### src/rtl/fma16_qcalc.sv
// Iterative FP16 significand divider: restoring radix-2, one quotient bit per clock.
// Produces quotient sign, rebiased exponent, raw QBITS-bit significand and sticky for the shared rounder.
module fma16_qcalc #(
    parameter int QBITS = 21,
    parameter int BIAS  = 15
) (
    input  logic             clk,
    input  logic             reset,
    input  logic             in_valid,
    output logic             in_ready,
    input  logic             xs,
    input  logic             ys,
    input  logic [4:0]       xe,
    input  logic [4:0]       ye,
    input  logic [9:0]       xm,
    input  logic [9:0]       ym,
    input  logic             x_zero,
    input  logic             y_zero,
    output logic             out_valid,
    input  logic             out_ready,
    output logic             qs,
    output logic [6:0]       qe,
    output logic [QBITS:0]   mid_qm,
    output logic             sticky,
    output logic             div_by_zero,
    output logic             invalid
);

    localparam int CW = $clog2(QBITS);
    localparam logic signed [7:0] BIAS8 = 8'(BIAS);

    typedef enum logic [1:0] {
        IDLE,
        NORM,
        DIV,
        DONE
    } state_t;

    state_t            state_q;
    logic [4:0]        xe_q, ye_q;
    logic [9:0]        xm_q, ym_q;
    logic              qs_q;
    logic [6:0]        qe_q;
    logic [QBITS-1:0]  quot_q;
    logic              sticky_q;
    logic              divZero_q;
    logic              invalid_q;
    logic [11:0]       rem_q;
    logic [10:0]       bNorm_q;
    logic [CW-1:0]     iter_q;

    logic [10:0]       aRaw, bRaw, aNorm_d, bNorm_d;
    logic [3:0]        lzA, lzB;
    logic signed [7:0] effA, effB, qeFull_d;
    logic              qBit_d;
    logic [11:0]       remNext_d;

    // Normalization of the latched operands and one restoring-division step.
    always_comb begin
        aRaw = {xe_q != 5'd0, xm_q};
        bRaw = {ye_q != 5'd0, ym_q};
        lzA  = 4'd0;
        lzB  = 4'd0;
        for (int i = 0; i < 11; i++) begin
            if (aRaw[i]) lzA = 4'(10 - i);
            if (bRaw[i]) lzB = 4'(10 - i);
        end
        aNorm_d  = aRaw << lzA;
        bNorm_d  = bRaw << lzB;
        effA     = (xe_q != 5'd0) ? $signed({3'b000, xe_q}) : 8'sd1 - $signed({4'b0000, lzA});
        effB     = (ye_q != 5'd0) ? $signed({3'b000, ye_q}) : 8'sd1 - $signed({4'b0000, lzB});
        qeFull_d = effA - effB + BIAS8;

        qBit_d    = rem_q >= {1'b0, bNorm_q};
        remNext_d = qBit_d ? (rem_q - {1'b0, bNorm_q}) << 1 : rem_q << 1;
    end

    // Control FSM and datapath registers; zero operands bypass straight to DONE.
    always_ff @(posedge clk) begin
        if (reset) begin
            state_q   <= IDLE;
            xe_q      <= '0;
            ye_q      <= '0;
            xm_q      <= '0;
            ym_q      <= '0;
            qs_q      <= 1'b0;
            qe_q      <= '0;
            quot_q    <= '0;
            sticky_q  <= 1'b0;
            divZero_q <= 1'b0;
            invalid_q <= 1'b0;
            rem_q     <= '0;
            bNorm_q   <= '0;
            iter_q    <= '0;
        end else begin
            case (state_q)
                IDLE: begin
                    if (in_valid) begin
                        xe_q <= xe;
                        ye_q <= ye;
                        xm_q <= xm;
                        ym_q <= ym;
                        qs_q <= xs ^ ys;
                        if (x_zero || y_zero) begin
                            qe_q      <= '0;
                            quot_q    <= '0;
                            sticky_q  <= 1'b0;
                            divZero_q <= y_zero & ~x_zero;
                            invalid_q <= x_zero & y_zero;
                            state_q   <= DONE;
                        end else begin
                            state_q <= NORM;
                        end
                    end
                end
                NORM: begin
                    rem_q   <= {1'b0, aNorm_d};
                    bNorm_q <= bNorm_d;
                    qe_q    <= qeFull_d[6:0];
                    quot_q  <= '0;
                    iter_q  <= '0;
                    state_q <= DIV;
                end
                DIV: begin
                    rem_q  <= remNext_d;
                    quot_q <= {quot_q[QBITS-2:0], qBit_d};
                    iter_q <= iter_q + 1'b1;
                    if (iter_q == CW'(QBITS - 1)) begin
                        sticky_q <= remNext_d != 12'd0;
                        state_q  <= DONE;
                    end
                end
                DONE: begin
                    if (out_ready) begin
                        divZero_q <= 1'b0;
                        invalid_q <= 1'b0;
                        state_q   <= IDLE;
                    end
                end
                default: state_q <= IDLE;
            endcase
        end
    end

    assign in_ready    = (state_q == IDLE);
    assign out_valid   = (state_q == DONE);
    assign qs          = qs_q;
    assign qe          = qe_q;
    assign mid_qm      = {1'b0, quot_q};
    assign sticky      = sticky_q;
    assign div_by_zero = divZero_q;
    assign invalid     = invalid_q;

endmodule

### config.mk
export PLATFORM = sky130hd
export DESIGN_NAME = fma16_qcalc
export DESIGN_NICKNAME = d
export VERILOG_FILES = /design/src/rtl/fma16_qcalc.sv
export SDC_FILE = /design/constraint.sdc
export NUM_CORES = 1
export LEC_CHECK = 0
export CAP_MARGIN = 15
export CORE_MARGIN = 8
export CORE_UTILIZATION = 60
export DETAILED_ROUTE_END_ITERATION = 10
export PLACE_DENSITY_LB_ADDON = 0.08
export SYNTH_ARGS = -nofsm -noshare
export SYNTH_HDL_FRONTEND = slang
export SYNTH_SLANG_ARGS = --single-unit
### constraint.sdc
create_clock -name clk -period 9.39 [get_ports clk]
set_input_delay 1.878 -clock clk [delete_from_list [all_inputs] [get_ports clk]]
set_output_delay 1.878 -clock clk [all_outputs]
set_load 0.02 [all_outputs]
==> summary.md <==
### Status
- **status** completed

### Hold path
- **hold path depth** 2
- **hold endpoint** bNorm_q[2]
- **class of the tightest hold or removal check** reg2reg
- **worst hold start** bNorm_q[2]

### Global route
- **overflow left after global routing** 0
- **number of antenna violations at the first check in global routing** 0
- **wire length of the first global-routing pass** 24500 um
- **maximum number of pins on one net before global-route repair** 88
- **Total Routing Usage GR** 22.7%
- **via count of the first global-routing pass** 5197

### Worst setup path
- **CP Max Fanout** 11
- **critical path type** reg2reg
- **R2R Path End** qe[6]
- **Critical Path RT** 9.62 ns
- **Register-to-Register Setup Slack** 5.24 ns
- **critical path capture point type** flop
- **number of cells on the worst reg-to-reg path** 16
- **arrival time of the worst setup path** 4.38 ns
- **worst-path cell chain** nor4_1 -> nor2b_1 -> nand3_1 -> nor2_1 -> inv_1 -> ha_1 -> a21oi_1 -> ha_1 -> ha_1 -> a21o_1 -> a21oi_1 -> o21bai_1 -> a21oi_1 -> xor2_1 -> a22oi_1 -> nor2_1
- **critical-path cell with the highest stage delay** sky130_fd_sc_hd__nor2b_1
- **critical path startpoint category** flop
- **Critical R2R Launch** ye_q[0]
- **worst stage delay on the critical path** 0.63 ns

### Drt
- **DRC violation count after routing** 0
- **starting DRC count in detailed routing** 441
- **via/cell ratio** 6.05
- **via total after detailed routing** 5558
- **Post-DRT Antenna Nets** 0
- **drt total wl** 14900 um
- **router iterations before antenna repair** 5
- **average routed wire per standard cell** 16.2 um

### Final layout
- **area of the multi-input gates** 3510 um2
- **final net count** 855
- **Layout Cells excl Fill** 919
- **fill cell instance count of the final layout** 752
- **Final Util** 71.2%
- **Register Area** 1840 um2
- **Antenna diodes** 0
- **P&R area growth vs syn** 15.4%
- **fraction of final layout cells with drive strength greater than 1** 5.44%

### CTS
- **number of clock buffers inserted by TritonCTS** 9
- **number of sinks driven by the clock tree** 92
- **Clock Root Buffer** sky130_fd_sc_hd__clkbuf_8
- **total number of H-tree levels** 3
- **later-pin clock latency in the skew report** 0.36 ns
- **CTS tree** yes
- **maximum clock insertion buffer count** 2
- **Post-CTS Setup Repair Bufs** 0
- **hold_buf cts** 0
- **clock edge transition at the registers on the reported setup and hold paths** 0.10 ns
- **quantity of gates resized following cts** 0

### STA
- **worst setup margin** 5.24 ns
- **total setup violations reported at the end of the flow** 0
- **Pins Over Slew Limit** 0
- **Min Clock Period, post-route** 4.15 ns
- **skew final** 0.0152 ns
- **Final TNS setup** 0 ns
- **period utilisation layout** 44.2%
- **worst-margin pin slew** 1.05 ns
- **setup repair after global routing missed its margin** no
- **final hold viol count** 0
- **top achievable clock speed** 241 MHz
- **worst rel slew slack** 30.3%

### Logic synthesis
- **post-synthesis async set-or-reset flop share** 0%
- **Area contributors post-synth** sky130_fd_sc_hd__dfxtp_1 32%, sky130_fd_sc_hd__nand2_1 8.1%, sky130_fd_sc_hd__a21oi_1 6.8%
- **post-synthesis sequential area ratio** 32.3%
- **top-area cell type share of the netlist area** 32.3%
- **YS warnings** 0
- **top_reg_cell synth** sky130_fd_sc_hd__dfxtp_1
- **Synth area leader** sky130_fd_sc_hd__dfxtp_1
- **number of flops mapped to enable cells by yosys** 0
- **post-synthesis sequential element count** 92
- **number of instances in the synthesized netlist** 750
- **Netlist cell types** 74
- **Post-Synthesis Net Count** 820
- **mean instance size in the synthesized netlist** 7.60 um2
- **post-synthesis instance area** 5700 um2

### Placement
- **PortBufs** 71
- **gpl congestion** 0.916
- **total placed cells including tap cells** 903
- **detailed placer's ending HPWL** 11200 um
- **DP Worst Slack** 5.30 ns

### Die
- **I/O pin total** 73
- **effective utilization at floorplan** 61.7%
- **number of placement rows** 35
- **placeable core area** 9240 um2
- **Chip Width** 113 um
- **die footprint** 12900 um2
- **vertical die dimension** 113 um

### Power and ir drop
- **PnR Total Power** 2.49 mW
- **ratio of total power to cell area** 379 nW/um2
- **Max VDD drop** 256 uV
- **LEAKAGE** 2.44 nW

### Job
- **total of max-cap violations** 0

[layout by cell type, fill, tap and decap left out, types with 7 or more instances in the layout]
cell type,Yosys,routed
sky130_fd_sc_hd__clkdlybuf4s50_1,0,70
sky130_fd_sc_hd__a31oi_1,8,8
sky130_fd_sc_hd__nor3_1,20,20
sky130_fd_sc_hd__mux2i_1,9,9
sky130_fd_sc_hd__a21oi_1,78,78
sky130_fd_sc_hd__a22oi_1,17,17
sky130_fd_sc_hd__o21ai_0,26,26
sky130_fd_sc_hd__dfxtp_1,92,92
sky130_fd_sc_hd__a211oi_1,7,7
sky130_fd_sc_hd__clkbuf_8,0,9
sky130_fd_sc_hd__ha_1,30,30
sky130_fd_sc_hd__nor4_1,10,10
sky130_fd_sc_hd__nand2b_1,14,14
sky130_fd_sc_hd__inv_1,35,35
sky130_fd_sc_hd__xnor2_1,11,11
sky130_fd_sc_hd__nor2b_1,7,7
sky130_fd_sc_hd__nand3_1,36,36
sky130_fd_sc_hd__nand2_1,123,123
sky130_fd_sc_hd__nor2_1,56,56
[stage by stage]
step / cell area (um2) / hold WS, ns
after floorplan: 5700 / 0.425
after global placement: 6380 / 0.441
after detailed placement: 6380 / 0.443
after CTS: 6580 / 0.464
after global routing: 6580 / 0.495
final: 6580 / 0.460
[power breakdown]
group	internal [mW]	switching (mW)	total, mW
clock network	0.126	0.145	0.271
logic	0.666	0.999	1.66
registers	0.466	0.0900	0.556
total	1.26	1.23	2.49
[layout make-up]
type                    instances  area share (%)
multi-input cells             571            53.3
clock buffers                  10            1.94
well taps                     129            2.45
repair buffers                 74            11.1
flip-flops and latches         92            28.0
clock inverters                 6            1.08
inverters                      37            2.15
[sequential cells by signal, summed over array words and instances, names as in the netlist]
signal       cells
bNorm_q         11
div_by_zero      1
invalid          1
iter_q           5
qe               7
qs               1
quot_q          21
rem_q           12
state_q          2
sticky           1
xe_q             5
xm_q            10
ye_q             5
ym_q            10
[cell usage after synthesis (5+ instances only)]
cell type,n
sky130_fd_sc_hd__a211oi_1,7
sky130_fd_sc_hd__a21o_1,6
sky130_fd_sc_hd__a21oi_1,78
sky130_fd_sc_hd__a221oi_1,5
sky130_fd_sc_hd__a22oi_1,17
sky130_fd_sc_hd__a31oi_1,8
sky130_fd_sc_hd__and2_1,6
sky130_fd_sc_hd__and3_1,5
sky130_fd_sc_hd__buf_1,6
sky130_fd_sc_hd__buf_2,5
sky130_fd_sc_hd__clkbuf_1,35
sky130_fd_sc_hd__dfxtp_1,92
sky130_fd_sc_hd__ha_1,30
sky130_fd_sc_hd__inv_1,35
sky130_fd_sc_hd__mux2_2,5
sky130_fd_sc_hd__mux2i_1,9
sky130_fd_sc_hd__nand2_1,123
sky130_fd_sc_hd__nand2b_1,14
sky130_fd_sc_hd__nand3_1,36
sky130_fd_sc_hd__nand4_1,6
sky130_fd_sc_hd__nor2_1,56
sky130_fd_sc_hd__nor2b_1,7
sky130_fd_sc_hd__nor3_1,20
sky130_fd_sc_hd__nor4_1,10
sky130_fd_sc_hd__o211ai_1,6
sky130_fd_sc_hd__o21a_1,6
sky130_fd_sc_hd__o21ai_0,26
sky130_fd_sc_hd__o221ai_1,5
sky130_fd_sc_hd__xnor2_1,11
sky130_fd_sc_hd__xor2_1,6
[critical path, delay by kind of cell (launching register included)]
| family | cells | cell delay [ns] |
|---|---|---|
| AO/OA/AOI/OAI | 6 | 1.04 |
| XOR/XNOR | 1 | 0.10 |
| adder cells (fa/ha/maj) | 3 | 0.88 |
| buffers and inverters | 1 | 0.13 |
| flip-flops | 1 | 0.33 |
| AND/OR/NAND/NOR | 5 | 1.54 |
[per-layer routing]
metal	up-vias	routed length, um	global-route usage, %
li1	2732	-	-
met2	160	6860	36.6
met4	0	359	9.50
met5	-	0	0
met3	33	780	3.91
met1	2633	6890	29.3
[cell families after synthesis]
logic type | synth area share [%]
adders and majority gates | 7.29
muxes | 2.57
and+or+nand+nor | 24.5
buffers and inverters | 6.21
other | 0.0658
xor gates and xnor gates | 2.61
DFF | 32.3
AOI/OAI and AO/OA | 24.4
[how the worst max path moves through the flow]
stage	from	cells past startpoint	endpoint
3_3_place_gp	ye_q[0]	16	qe[6]
6_report	ye_q[0]	16	qe[6]
4_1_cts	ye_q[0]	16	qe[6]
2_1_floorplan	xe_q[0]	16	qe[6]
3_5_place_dp	ye_q[0]	16	qe[6]
5_1_grt	ye_q[0]	16	qe[6]
(Power assumes the default switching activity.)
